`config.mk`:
```
export PLATFORM = sky130hd
export DESIGN_NAME = data_mem_arbiter
export DESIGN_NICKNAME = d
export VERILOG_FILES = /design/src/rtl/data_mem_arbiter.sv
export SDC_FILE = /design/constraint.sdc
export NUM_CORES = 1
export LEC_CHECK = 0
export CAP_MARGIN = 20
export CORE_AREA = 5 5 173 175
export CTS_CLUSTER_DIAMETER = 50
export CTS_CLUSTER_SIZE = 25
export DETAILED_ROUTE_END_ITERATION = 16
export DIE_AREA = 0 0 178 180
export HOLD_SLACK_MARGIN = 0.05
export PLACE_DENSITY_LB_ADDON = 0.1
export SETUP_SLACK_MARGIN = 0.02
export SYNTH_ARGS = -nofsm -noshare
export SYNTH_HDL_FRONTEND = slang
export SYNTH_SLANG_ARGS = --single-unit
export TNS_END_PERCENT = 100
```
`constraint.sdc`:
```
create_clock -name clk -period 5.38 [get_ports clk]
set_clock_uncertainty 0.15 [all_clocks]
set_input_delay 1.345 -clock clk [delete_from_list [all_inputs] [get_ports clk]]
set_output_delay 1.345 -clock clk [all_outputs]
set_load 0.02 [all_outputs]
```
`src/rtl/data_mem_arbiter.sv`:
```
// Round-robin arbiter sharing one data-memory port among NREQ requesters. The memory command is registered one cycle after grant.
// Load data returns 1+MEM_LATENCY cycles after grant. Returns cannot be stalled, and unaccepted requests must be held by the requester.
module data_mem_arbiter #(
  parameter int NREQ        = 5,
  parameter int DEPTH       = 131072,
  parameter int AW          = $clog2(DEPTH),
  parameter int MEM_LATENCY = 2
) (
  input  logic               clk,
  input  logic               rst,
  input  logic [NREQ-1:0]    req,
  input  logic [NREQ-1:0]    we,
  input  logic [NREQ*32-1:0] addr,
  input  logic [NREQ*32-1:0] din,
  output logic [NREQ-1:0]    gnt,
  output logic [NREQ-1:0]    rvalid,
  output logic [31:0]        dout,
  output logic               mem_en,
  output logic               mem_we,
  output logic [AW-1:0]      mem_addr,
  output logic [31:0]        mem_din,
  input  logic [31:0]        mem_dout
);
  localparam int PW  = (NREQ > 1) ? $clog2(NREQ) : 1;
  localparam int NST = MEM_LATENCY + 1;

  logic [PW-1:0] ptr;
  logic          win_vld;
  logic [PW-1:0] win_idx;
  int            cand;
  logic [AW-1:0] sel_addr;
  logic [31:0]   sel_din;
  logic          sel_we;
  logic          own_vld [NST];
  logic [PW-1:0] own_idx [NST];
  logic          unused_addr_hi;

  // Rotating priority search: first requester at or after ptr wins.
  always_comb begin
    win_vld = 1'b0;
    win_idx = '0;
    cand    = 0;
    for (int k = 0; k < NREQ; k++) begin
      cand = int'(ptr) + k;
      if (cand >= NREQ) cand = cand - NREQ;
      for (int i = 0; i < NREQ; i++) begin
        if (!win_vld && (i == cand) && req[i]) begin
          win_vld = 1'b1;
          win_idx = PW'(i);
        end
      end
    end
    if (rst) win_vld = 1'b0;
  end

  always_comb begin
    gnt = '0;
    if (win_vld) gnt[win_idx] = 1'b1;
  end

  always_comb begin
    sel_addr       = '0;
    sel_din        = '0;
    sel_we         = 1'b0;
    unused_addr_hi = 1'b0;
    for (int i = 0; i < NREQ; i++) begin
      unused_addr_hi = unused_addr_hi ^ (^addr[32*i+AW +: 32-AW]);
      if (win_idx == PW'(i)) begin
        sel_addr = addr[32*i +: AW];
        sel_din  = din[32*i +: 32];
        sel_we   = we[i];
      end
    end
  end

  always_ff @(posedge clk) begin
    if (rst) begin
      ptr      <= '0;
      mem_en   <= 1'b0;
      mem_we   <= 1'b0;
      mem_addr <= '0;
      mem_din  <= '0;
      for (int s = 0; s < NST; s++) begin
        own_vld[s] <= 1'b0;
        own_idx[s] <= '0;
      end
    end else begin
      mem_en <= win_vld;
      mem_we <= win_vld & sel_we;
      if (win_vld) begin
        ptr      <= (win_idx == PW'(NREQ-1)) ? '0 : win_idx + PW'(1);
        mem_addr <= sel_addr;
        mem_din  <= sel_din;
      end
      // Owner of each in-flight load rides alongside the memory latency.
      own_vld[0] <= win_vld & ~sel_we;
      own_idx[0] <= win_idx;
      for (int s = 1; s < NST; s++) begin
        own_vld[s] <= own_vld[s-1];
        own_idx[s] <= own_idx[s-1];
      end
    end
  end

  always_comb begin
    rvalid = '0;
    dout   = '0;
    if (!rst && own_vld[NST-1]) begin
      rvalid[own_idx[NST-1]] = 1'b1;
      dout                   = mem_dout;
    end
  end
endmodule

```
==> flow_summary.toml, run 1 <==
[sta]
setup_tns_ns = 0
final_count_of_hold_timing_violations = 0
setup_repair_after_global_routing_missed_its_margin = "yes"
finalWorstPathRequiredPeriod_ns = 5.25
fmaxAchievable_mhz = 190
worst_slew_margin_rel_pct = 56.5
tightest_slew_ns = 0.653
setup_viol = 0
report.final.slew_viol_count = 0
timing.final.crit_share_pct = 97.6

[critical_path]
setup.worst_path.end_class = "output port"
start_kind = "flip-flop"
worst_ep_arrival_time_ns = 3.75
crit_type = "flip-flop to output port"
worst-path-max-fanout = 3
required_time_of_the_worst_setup_path_ns = 3.88

[synth]
synth_unique_cells = 75
share_of_async_settable_or_async_resettable_flops_after_synthesis_pct = 0
synth_seq_area_share_pct = 21.3
synth_nets = 1171
synth.cell_area_um2 = 6200
yosysWarningCount = 0
synthesis_stage_register_bit_count = 66
synth_enable_flop_cells = 0
predominant_post_synthesis_flop_cell = "dfxtp_1"
syn_avg_cell_area_um2 = 7.88
synthesis.instances = 787

[final_layout]
fill_cells = 2863
stdcell_count = 1634
layout_commonest_cell = "clkdlybuf4s50_1"
finish.utilization_pct = 42.3
layout-drive-gt1-share_pct = 19.4
layout_common_cells = "371 x clkdlybuf4s50_1, 115 x buf_4, 86 x and2_1"
flow.area_growth_from_synthesis_pct = 92.9
postLayoutCellArea_um2 = 12000
finalNetCount = 1626

[clocking]
path_clk_slew_ns = 0.07
cts.path.max_buffers = 2
cts-htree-levels = 3
root_buffer = "clkbuf_16"
ctsHoldBuffers = 0
cts-buffers-inserted = 9
cts_tree = "done"
clock_insertion_delay_worst_skew_ns = 0.34
clock_sinks = 66

[floorplanning]
die-width_um = 178
core_um2 = 28300
effective_utilization_at_floorplan_pct = 21.9
std_cell_rows = 62
overall_die_height_um = 180
fp.dieArea_um2 = 32000
io_pins = 457

[power]
cellLeakagePower_nw = 4.61
power-per-cell-area_nw_per_um2 = 656
worst_ir_drop_vdd_mv = 0.321

[drt]
avgRoutedWirePerCell_um = 20.2
firstDrtPassIters = 6
drc = 0
ant_nets = 0
routed_vias = 8020
post_drt_via_cell_ratio = 4.91
drt_first_iter_violations = 458
routed_wl_um = 33000

[global_route]
overflow = 0
first_global_vias = 8086
grt_pass1_wl_um = 48200
grt_antenna_before_repair = 4
track_usage_pct = 19.4
maximum_number_of_pins_on_one_net_before_global_route_repair = 52

[placement]
placedCellCount = 1600
postPlaceCellArea_um2 = 11300
buffer_ports.inserted = 381
detailedPlacementHpwl_um = 25800
gpl.final_weighted_congestion = 0.887

[worst_hold_path]
hold_path_class = "flip-flop to flip-flop"

[run_status]
outcome = "finished clean"

[job]
timing.max_cap.violations = 0
[cell families (layout without fill, tap and decap cells)]
logic type	after synthesis	count (layout)	share of synthesized area, %
mux	7	7	1.13
buf+inv	90	550	6.45
fa+ha+maj	20	20	4.15
simple gates	309	309	27.9
compound gates	290	290	38.4
other cells	0	3	0
flops	66	66	21.3
xor+xnor	5	5	0.706
[timing repair]
| item | in CTS | in global routing |
|---|---|---|
| endpoints found under the setup margin | 53 | 47 |
| pin swaps | 11 | 16 |
| cloned | 0 | 0 |
| resized for setup | 53 | 42 |
| setup buffers | 6 | 9 |
| hold endpoints to repair | 0 | 0 |
[synthesized netlist by cell type (5+ instances only)]
| library cell | n | area, um^2 |
|---|---|---|
| a21o_1 | 5 | 37.5 |
| o21ai_0 | 60 | 300 |
| nand4_1 | 5 | 31.3 |
| buf_2 | 11 | 55.1 |
| nor2_1 | 26 | 97.6 |
| clkbuf_1 | 53 | 199 |
| o211ai_1 | 5 | 37.5 |
| a32o_1 | 49 | 490 |
| nor3_1 | 10 | 50.1 |
| and2_1 | 87 | 544 |
| dfxtp_1 | 66 | 1320 |
| nand2_1 | 71 | 267 |
| mux2i_1 | 7 | 70.1 |
| o221a_2 | 28 | 315 |
| o221a_1 | 19 | 214 |
| inv_1 | 17 | 63.8 |
| a21oi_1 | 14 | 70.1 |
| a22oi_1 | 48 | 360 |
| nand2b_1 | 59 | 369 |
| buf_6 | 5 | 56.3 |
| nor4_1 | 7 | 43.8 |
| nor2b_1 | 13 | 81.3 |
| ha_1 | 19 | 238 |
[per-layer routing]
metal	vias up	part of all wire, %	track usage [%]	wire [um]
li1	3926	-	-	-
met1	3778	40	23.0	13300
met2	289	51	34.9	16800
met3	25	7.3	5.34	2420
met4	2	1.4	4.08	456
met5	-	0.030	0	10
[sequential cells by signal, indices dropped and copies added (netlist names)]
signal / flops
mem_addr: 17
mem_din: 32
mem_en: 1
mem_we: 1
own_idx: 9
own_vld: 3
ptr: 3
[final cells by class]
class | count | area [um^2] | share of cell area, %
repair buffers | 516 | 5040 | 42.2
diodes | 3 | 7.51 | 0.0627
clock inverters | 6 | 65.1 | 0.544
well taps | 384 | 480 | 4.02
clock buffers | 10 | 229 | 1.91
multi-input cells | 631 | 4750 | 39.7
inverters | 18 | 67.6 | 0.565
flip-flops and latches | 66 | 1320 | 11.1
[critical path, cell delays in order (launching register included)]
cell and delay (ns):
dfxtp_1 0.33, inv_2 0.12, ha_4 0.18, inv_1 0.05
ha_1 0.21, or4b_4 0.54, a31oi_4 0.20, o221ai_2 0.14
o311a_1 0.17, buf_4 0.16, buf_4 0.13, buf_4 0.13
a221o_1 0.34, nor4_4 0.18, buf_4 0.16, or2_4 0.13
buf_6 0.10, nor2_4 0.03, buf_6 0.12
[metrics by stage]
step           total power, mW  hold slack (ns)  setup WS, ns
2_1_floorplan             4.29            0.264        0.0323
3_3_place_gp              6.98            0.266        -0.820
3_5_place_dp              7.01            0.274        -0.845
4_1_cts                   7.79            0.282        0.0105
5_1_grt                   8.52            0.305       -0.0345
6_report                  7.86            0.279         0.130
[worst paths after layout]
path / slack (ns) / startpoint / cells past startpoint / to
worst max register to register: 0.23 / ptr[0]$_SDFFE_PP0P_ / 23 / mem_addr[13]$_SDFFE_PP0P_
worst min-delay path: 0.28 / own_idx[0][0]$_SDFF_PP0_ / 1 / own_idx[0][3]$_SDFF_PP0_
worst min register to register: 0.28 / own_idx[0][0]$_SDFF_PP0_ / 1 / own_idx[0][3]$_SDFF_PP0_
worst max-delay path: 0.13 / ptr[0]$_SDFFE_PP0P_ / 18 / gnt[1]
[report_power, final]
group,leakage [nW],total [mW],internal (mW),switching [mW]
sequential,0.545,0.757,0.680,0.0773
clock,0.143,0.611,0.360,0.250
combinational,3.92,6.49,3.17,3.32
total,4.61,7.86,4.21,3.65
(Power assumes the default switching activity.)
==> run 2, diff against run 1 <==
--- a/config.mk
+++ b/config.mk
@@ -5,7 +5,7 @@
 export SDC_FILE = /design/constraint.sdc
 export NUM_CORES = 1
 export LEC_CHECK = 0
-export CAP_MARGIN = 20
+export CAP_MARGIN = 15
 export CORE_AREA = 5 5 173 175
 export CTS_CLUSTER_DIAMETER = 50
 export CTS_CLUSTER_SIZE = 25
==> results of run 2 <==
The final DEF is identical to that of run 1; final timing and power are the same.
==> edit, RTL diff (flow settings as in run 1) <==
`NREQ`: 5 -> 6.
--- a/src/rtl/data_mem_arbiter.sv
+++ b/src/rtl/data_mem_arbiter.sv
@@ -1,7 +1,7 @@
 // Round-robin arbiter sharing one data-memory port among NREQ requesters. The memory command is registered one cycle after grant.
 // Load data returns 1+MEM_LATENCY cycles after grant. Returns cannot be stalled, and unaccepted requests must be held by the requester.
 module data_mem_arbiter #(
-  parameter int NREQ        = 5,
+  parameter int NREQ        = 6,
   parameter int DEPTH       = 131072,
   parameter int AW          = $clog2(DEPTH),
   parameter int MEM_LATENCY = 2
Ports: changed (6 resized); port bits go from 457 to 525. No check against the original RTL was run, so the function may have changed too.
==> edit against run 1 <==
- setup slack lost 240 ps
- design area rose by 18%
- count of clock-buffer cells in the layout increased by 1
- the flow now finishes with violations (negative setup slack)
- area after synthesis up 15%
- sequential cell count stayed put
- total power up 4.8%
- via count rose by 28%
- routed wire length is 27% higher
- fmax is 4.4% lower
- clock power down 7.4%
- worst hold slack improved by 3.0 ps
- final cell count is 17% higher
==> edit: results (changes against run 1) <==
stage	metric	value	unit	change
run_status	outcome	finished with violations		was completed
run_status	violated checks	negative setup slack		
route	mean routed wirelength per cell	21.9	µm	was 20.2 µm
timing	final setup TNS	-187	ps	was 0 ps
route	Initial DRC Count	680		was 458
route	drt total wl	42000	µm	was 33000 µm
placed_design	pre-CTS WS	-763	ps	was -845 ps
logic_synthesis	post-synthesis cell type count	88		was 75
logic_synthesis	Synth Area in Adders	3.33	%	was 4.15%
logic_synthesis	sequential area share after synthesis	18.5	%	was 21.3%
placed_design	Final Wtd Congestion	0.924		was 0.887
pwr	Pint	4.28	mW	was 4.21 mW
grt	vias in the first global route	10145		was 8086
timing	final setup fails	3		was 0
timing	setup ws final	-112	ps	was 130 ps
placed_design	PortBufs	434		was 381
worst_setup_path	Worst EP arrival	4000	ps	was 3750 ps
pwr	Peak supply drop	0.462	mV	was 0.321 mV
logic_synthesis	synth top area cells	dfxtp_1 (19%), o211ai_1 (5.1%), o21ai_0 (4.8%)		was dfxtp_1 (21%), and2_1 (8.8%), a32o_1 (7.9%)
pwr	leakage power figure	5.39	nW	was 4.61 nW
finish	Final #Nets	1973		was 1626
worst_setup_path	crit path max fanout	4		was 3
logic_synthesis	most frequent cells after synthesis	nand2_1 (68), o21ai_0 (68), dfxtp_1 (66), clkbuf_1 (64), a21oi_1 (57)		was and2_1 (87), nand2_1 (71), dfxtp_1 (66), o21ai_0 (60), nand2b_1 (59)
worst_setup_path	worst r2r path cells	24		was 23
grt	GRT Util Overall	24.6	%	was 19.4%
pwr	total power	8.23	mW	was 7.86 mW
-- edit: cell types whose count changed in the layout (fill, tap and decap cells not counted), moves of 31 or more --
cell             before  now
a21oi_1              12   53
a22oi_1              48   12
a32o_1               49    2
o211ai_1              5   48
buf_4               115  178
nand2b_1             58    6
clkdlybuf4s50_1     371  421
a31oi_1               0   31
and2_1               86   43
-- edit: cells by family (layout without fill, tap and decap cells) --
group / count (synthesis) / after routing
AOI/OAI and AO/OA: 393 / 393
xor gates and xnor gates: 2 / 2
adders and majority gates: 19 / 19
buffers and inverters: 127 / 681
DFF: 66 / 66
muxes: 24 / 24
other: 0 / 3
and+or+nand+nor: 342 / 342
-- edit: layer usage --
layer	global-route usage (%)	vias to the layer above	wire length [µm]
li1	-	4925	-
met1	31.0	4841	17000
met2	40.7	421	20200
met3	6.74	60	3600
met4	7.77	4	1130
met5	0	-	21
-- edit: area by class of cell --
class	instances	area (µm²)
repair buffers	636	6140
multi-input cells	780	5830
flip-flops and latches	66	1330
inverters	31	121
fillers	2764	14100
diodes	3	7.51
well taps	384	480
clock inverters	3	17.5
clock buffers	11	243
-- edit: worst min-delay path by stage --
stage | endpoint | slack (ps) | start
6_report | own_idx[0][4] | 280 | own_idx[0][1]
5_1_grt | own_idx[0][6] | 300 | own_idx[0][3]
4_1_cts | own_idx[0][4] | 280 | own_idx[0][1]
3_5_place_dp | own_idx[0][4] | 270 | own_idx[0][1]
2_1_floorplan | own_idx[0][3] | 260 | own_idx[0][0]
3_3_place_gp | own_idx[0][3] | 270 | own_idx[0][0]
-- edit: repair_timing --
action,in CTS,in global routing
hold buffers,0,0
pin swaps,30,26
cloned,2,0
buffers inserted,12,15
resized for setup,102,38
setup endpoints to repair,19,7
